### src/rtl/wb_write_buffer.sv
// In-order write-back buffer feeding the register file write port, with a combinational bypass lookup.
// Optional feature: define WB_COALESCE_EN to merge a push into the youngest entry when it targets the same register.
module wb_write_buffer #(
    parameter int WORD_SIZE  = 16,
    parameter int NUM_REGS   = 4,
    parameter int REG_ADDR_W = 2,
    parameter int DEPTH      = 4
) (
    input  logic                       clk,
    input  logic                       reset_n,
    input  logic                       in_valid,
    output logic                       in_ready,
    input  logic [REG_ADDR_W-1:0]      in_reg,
    input  logic [WORD_SIZE-1:0]       in_data,
    input  logic                       drain_en,
    output logic                       rf_write,
    output logic [REG_ADDR_W-1:0]      rf_write_reg,
    output logic [WORD_SIZE-1:0]       rf_write_data,
    input  logic [REG_ADDR_W-1:0]      q_reg1,
    input  logic [REG_ADDR_W-1:0]      q_reg2,
    output logic                       q_hit1,
    output logic [WORD_SIZE-1:0]       q_data1,
    output logic                       q_hit2,
    output logic [WORD_SIZE-1:0]       q_data2,
    output logic [$clog2(DEPTH):0]     count,
    output logic                       empty,
    output logic                       full
);

    localparam int PTR_W = $clog2(DEPTH);
    localparam int CNT_W = PTR_W + 1;

    if (REG_ADDR_W != $clog2(NUM_REGS)) begin : g_bad_addr_w
        $error("wb_write_buffer: REG_ADDR_W must equal log2(NUM_REGS)");
    end
    if (DEPTH < 2 || (1 << PTR_W) != DEPTH) begin : g_bad_depth
        $error("wb_write_buffer: DEPTH must be a power of two, at least 2");
    end

    logic [REG_ADDR_W-1:0] mem_reg  [DEPTH];
    logic [WORD_SIZE-1:0]  mem_data [DEPTH];
    logic [PTR_W-1:0]      head;
    logic [PTR_W-1:0]      tail;
    logic [CNT_W-1:0]      count_q;

    logic coalesce_hit;
    logic push;
    logic alloc;
    logic merge;

    assign count    = count_q;
    assign empty    = (count_q == '0);
    assign full     = (count_q == CNT_W'(DEPTH));
    assign rf_write = !empty && drain_en;

    assign rf_write_reg  = mem_reg[head];
    assign rf_write_data = mem_data[head];

`ifdef WB_COALESCE_EN
    logic [PTR_W-1:0] tail_prev;

    // Merging into the head while it is being committed would lose the new value, so allocate instead.
    assign tail_prev    = tail - PTR_W'(1);
    assign coalesce_hit = !empty && (mem_reg[tail_prev] == in_reg)
                          && !((tail_prev == head) && rf_write);
    assign in_ready     = !full || (in_valid && coalesce_hit);
`else
    assign coalesce_hit = 1'b0;
    assign in_ready     = !full;
`endif

    assign push  = in_valid && in_ready;
    assign alloc = push && !coalesce_hit;
    assign merge = push && coalesce_hit;

    always_ff @(posedge clk) begin
        if (!reset_n) begin
            head    <= '0;
            tail    <= '0;
            count_q <= '0;
        end else begin
            if (alloc) begin
                tail <= tail + PTR_W'(1);
            end
            if (rf_write) begin
                head <= head + PTR_W'(1);
            end
            case ({alloc, rf_write})
                2'b10:   count_q <= count_q + CNT_W'(1);
                2'b01:   count_q <= count_q - CNT_W'(1);
                default: count_q <= count_q;
            endcase
        end
    end

    // Entry storage carries no reset; only occupied slots are ever observed.
    always_ff @(posedge clk) begin
        if (reset_n) begin
            if (alloc) begin
                mem_reg[tail]  <= in_reg;
                mem_data[tail] <= in_data;
            end
`ifdef WB_COALESCE_EN
            if (merge) begin
                mem_data[tail_prev] <= in_data;
            end
`endif
        end
    end

`ifndef WB_COALESCE_EN
    logic unused_merge;
    assign unused_merge = merge;
`endif

    // Walk from oldest to youngest so a later match overrides an earlier one.
    logic [PTR_W-1:0] slot;
    always_comb begin
        slot    = '0;
        q_hit1  = 1'b0;
        q_data1 = '0;
        q_hit2  = 1'b0;
        q_data2 = '0;
        for (int k = 0; k < DEPTH; k++) begin
            slot = head + PTR_W'(k);
            if (CNT_W'(k) < count_q) begin
                if (mem_reg[slot] == q_reg1) begin
                    q_hit1  = 1'b1;
                    q_data1 = mem_data[slot];
                end
                if (mem_reg[slot] == q_reg2) begin
                    q_hit2  = 1'b1;
                    q_data2 = mem_data[slot];
                end
            end
        end
    end

endmodule

### config.mk
export PLATFORM = sky130hd
export DESIGN_NAME = wb_write_buffer
export DESIGN_NICKNAME = d
export VERILOG_FILES = /design/src/rtl/wb_write_buffer.sv
export SDC_FILE = /design/constraint.sdc
export NUM_CORES = 1
export LEC_CHECK = 0
export CAP_MARGIN = 20
export CORE_ASPECT_RATIO = 0.7
export CORE_UTILIZATION = 55
export DETAILED_ROUTE_END_ITERATION = 7
export GPL_ROUTABILITY_DRIVEN = 0
export GPL_TIMING_DRIVEN = 0
export PLACE_DENSITY = 0.81
export SYNTH_ARGS = -nofsm -noshare
export SYNTH_HDL_FRONTEND = slang
export SYNTH_SLANG_ARGS = --single-unit
### constraint.sdc
create_clock -name clk -period 7.5 [get_ports clk]
set_input_delay 1.5 -clock clk [delete_from_list [all_inputs] [get_ports clk]]
set_output_delay 1.5 -clock clk [all_outputs]
set_load 0.01 [all_outputs]
==> flow_summary_export.csv <==
group,metric,value,unit
clock_network,later_pin_clock_latency_in_the_skew_report,0.35,ns
floorplanning,die-height,88.2,um
setup_path,critPathCaptureType,"output port",
final_layout,drive_above_1_share,0.213,
setup_path,worst_ep_required_time,6.00,ns
clock_network,cts.htree.levels,3,
grt,antenna_violations_before_repair,0,
setup_path,path_delay_family,"buffers and inverters",
clock_network,clock-root-buffer,"clkbuf_16",
setup_path,worst-path-max-fanout,10,
run_status,run_status,"finished with violations",
timing,worstMarginPinSlew,1.07,ns
logic_synthesis,yosys_most_used_dff,"edfxtp_1",
logic_synthesis,synth_nets,492,
power,peakVddDrop,0.182,mV
clock_network,clk_pin_slew,0.06,ns
grt,grtUsageTotal,0.345,
place,place.detailed.hpwl,11900,um
floorplanning,die_x,125,um
power,cellPowerDensity,358,nW/um^2
clock_network,cts_tree,"done",
logic_synthesis,async_flop_share,0,
setup_path,critical_path.max_stage_delay,0.63,ns
logic_synthesis,synth_area_per_cell,12.8,um^2
clock_network,cts.sink_count,81,
timing,setup_total_negative_slack,0,ns
final_layout,stdcell_area,7250,um^2
place,number_of_port_buffers,84,
timing,max-slew-margin-rel,0.284,
clock_network,post_cts.resized_instances,0,
min_path,hold-path-endpoint,"tail[0]$_SDFFE_PN0P_",
logic_synthesis,synth_cell_types,38,
setup_path,worstPathBufferInverterCount,4,
clock_network,cts_max_path_buffers,2,
setup_path,crit-reg2reg-capture,"mem_data[1][13]$_DFFE_PP_",
clock_network,cts_hold_repair.buffers,0,
drt,drt-initial-drc-count,1062,
logic_synthesis,seq_area_frac_synth,0.401,
job,max_cap_viol_count,0,
final_layout,flow.area_growth_from_synthesis,24.1,%
logic_synthesis,post_synthesis_instance_total,457,
final_layout,largest_register_ffs,64,
grt,grt_overflow_total,0,
drt,drt-total-wl,18500,um
clock_network,numCtsBuffers,9,
drt,drt_drc_violations_left,6,
final_layout,register_area,2340,um^2
floorplanning,core-area,10300,um^2
place,placedInstanceArea,6850,um^2
grt,grt_start_max_net_pins,19,
setup_path,cp-startpoint,"q_reg1[1]",
timing,finalClockSkew,0.00982,ns
timing,grt_setup_unrepaired,"false",
logic_synthesis,synth-edff-count,72,
logic_synthesis,synth_seq_cells,81,
grt,number_of_global_route_vias_before_repair,5052,
logic_synthesis,yosys_warnings,0,
drt,ant_nets,0,
min_path,worstHoldPathCells,3,
min_path,type_of_the_tightest_min_delay_check,"register to register",
floorplanning,die-area,11000,um^2
final_layout,antennaDiodeCount,0,
timing,final_hold_viol_count,0,
final_layout,multi_input_area,3250,um^2
power,total_power,2.59,mW
final_layout,fillerInstances,678,
setup_path,timing.setup.critical_path_class,"input port to output port",
setup_path,crit_path_top_delay_cell,"clkdlybuf4s50_1",
timing,hold-worst-slack,0.715,ns
setup_path,r2r_cells,6,
final_layout,num-nets-final,590,
setup_path,setup.reg_to_reg.worst_slack,4.81,ns
setup_path,critical_path.cell_chain,"clkdlybuf4s50_1 > xnor2_1 > and3_1 > clkbuf_1 > buf_2 > a211oi_1 > a211oi_1 > clkdlybuf4s50_1",
setup_path,worst_ep_arrival_time,4.47,ns
grt,global_route_wire_length_before_repair,27800,um
setup_path,reg2reg_from,"count[0]$_SDFFE_PN0P_",
timing,maxSlewViolCount,0,
timing,final_min_period_over_clock_period,0.795,
power,p_leak,2.25,nW
floorplanning,effective_utilization_at_floorplan,0.566,
drt,drt_pass1_iterations,8,
drt,route.detailed.wl_per_inst,26.8,um
min_path,worst_hold_startpoint,"tail[0]$_SDFFE_PN0P_",
floorplanning,fp-row-count,31,
timing,fin_crit,5.97,ns
drt,detailroute.via_count,5208,
timing,setup_viol,0,
clock_network,post-cts-setup-buffers,0,
run_status,violated_checks,"design-rule violations",
setup_path,worstSetupStartpointType,"input port",
drt,vias_per_cell,7.54,
floorplanning,design.portCount,85,
timing,achievable-frequency,0.168,GHz
logic_synthesis,synth.cell_area,5840,um^2
-- cells by family after synthesis --
kind of cell,after synthesis,synth area share
xor+xnor,21,0.0328
mux,77,0.281
fa+ha+maj,9,0.0193
flops,81,0.401
buf+inv,52,0.0418
simple gates,131,0.110
compound gates,86,0.114
-- cells in the mapped netlist (all sizes together) (2+ instances only) --
cell type | n | area, um^2
mux2i | 7 | 70.1
o31ai | 15 | 113
edfxtp | 72 | 2160
clkbuf | 20 | 75.1
a311oi | 16 | 190
nor2b | 4 | 25.0
nand2 | 19 | 71.3
and2 | 7 | 43.8
a211oi | 31 | 233
and3 | 8 | 50.1
o21ai | 19 | 95.1
xnor2 | 12 | 105
dfxtp | 9 | 180
or3 | 3 | 18.8
nand3 | 19 | 95.1
xor2 | 9 | 86.3
mux4 | 69 | 1560
nor4 | 2 | 12.5
nor3 | 35 | 196
ha | 9 | 113
inv | 7 | 26.3
buf | 25 | 143
nor2 | 33 | 124
-- cells in the final DEF, fill, tap and decap left out, types with 2 or more instances in the layout --
cell	instances
mux2i_1	7
ha_1	9
nor2_1	33
clkbuf_1	20
a311oi_1	8
xnor2_1	12
and2_1	7
buf_1	5
clkbuf_16	9
a211oi_1	31
nor3_1	32
a311oi_2	8
buf_2	15
nand3_1	19
nor3_2	2
mux4_2	68
nor4_1	2
and3_1	8
buf_4	2
clkdlybuf4s50_1	84
nand2_1	19
inv_1	7
xor2_1	8
or3_1	3
nor2b_1	4
buf_6	3
o31ai_1	15
edfxtp_1	72
buf_8	3
bufinv_16	4
dfxtp_1	9
o21ai_0	19
-- metal layers --
| metal | GRT usage | share of wire | up-vias |
|---|---|---|---|
| met4 | 0.165 | 0.042 | 0 |
| li1 | - | - | 2061 |
| met5 | 0 | 0 | - |
| met1 | 0.458 | 0.37 | 2499 |
| met3 | 0.0985 | 0.14 | 111 |
| met2 | 0.537 | 0.45 | 537 |
-- stage by stage --
step                      instances  setup WS (ns)   util
final                           691           1.53  0.703
after global routing            691           1.52  0.703
after CTS                       688           1.74  0.698
after detailed placement        673           1.75  0.664
after global placement          673           1.76  0.664
after floorplan                 457           3.25      -
-- how the worst max path moves through the flow --
stage                  end  cells after the start  slack, ns
2_1_floorplan  q_data2[10]                      6       3.25
6_report       q_data1[14]                      8       1.53
4_1_cts        q_data1[15]                      8       1.74
3_3_place_gp   q_data1[14]                      8       1.76
5_1_grt        q_data1[14]                      8       1.52
3_5_place_dp    q_data1[8]                      8       1.75
-- power breakdown --
group | internal [mW] | switching (mW)
combinational | 0.719 | 0.777
clock | 0.356 | 0.179
sequential | 0.527 | 0.0350
-- worst min-delay path, cell delays in order, from the launching register on --
cell	delay, ns
dfxtp_1	0.34
inv_1	0.12
xnor2_1	0.12
and2_1	0.11
-- final cells by class --
| class | count | share of cell area |
|---|---|---|
| inverter | 7 | 0.00363 |
| clock buffer | 9 | 0.0311 |
| tap | 132 | 0.0228 |
| buffer | 45 | 0.0300 |
| timing repair buffer | 87 | 0.122 |
| multi-input combinational | 324 | 0.449 |
| clock inverter | 6 | 0.0181 |
| sequential | 81 | 0.323 |
No activity file was read; power rests on OpenSTA's default activity.
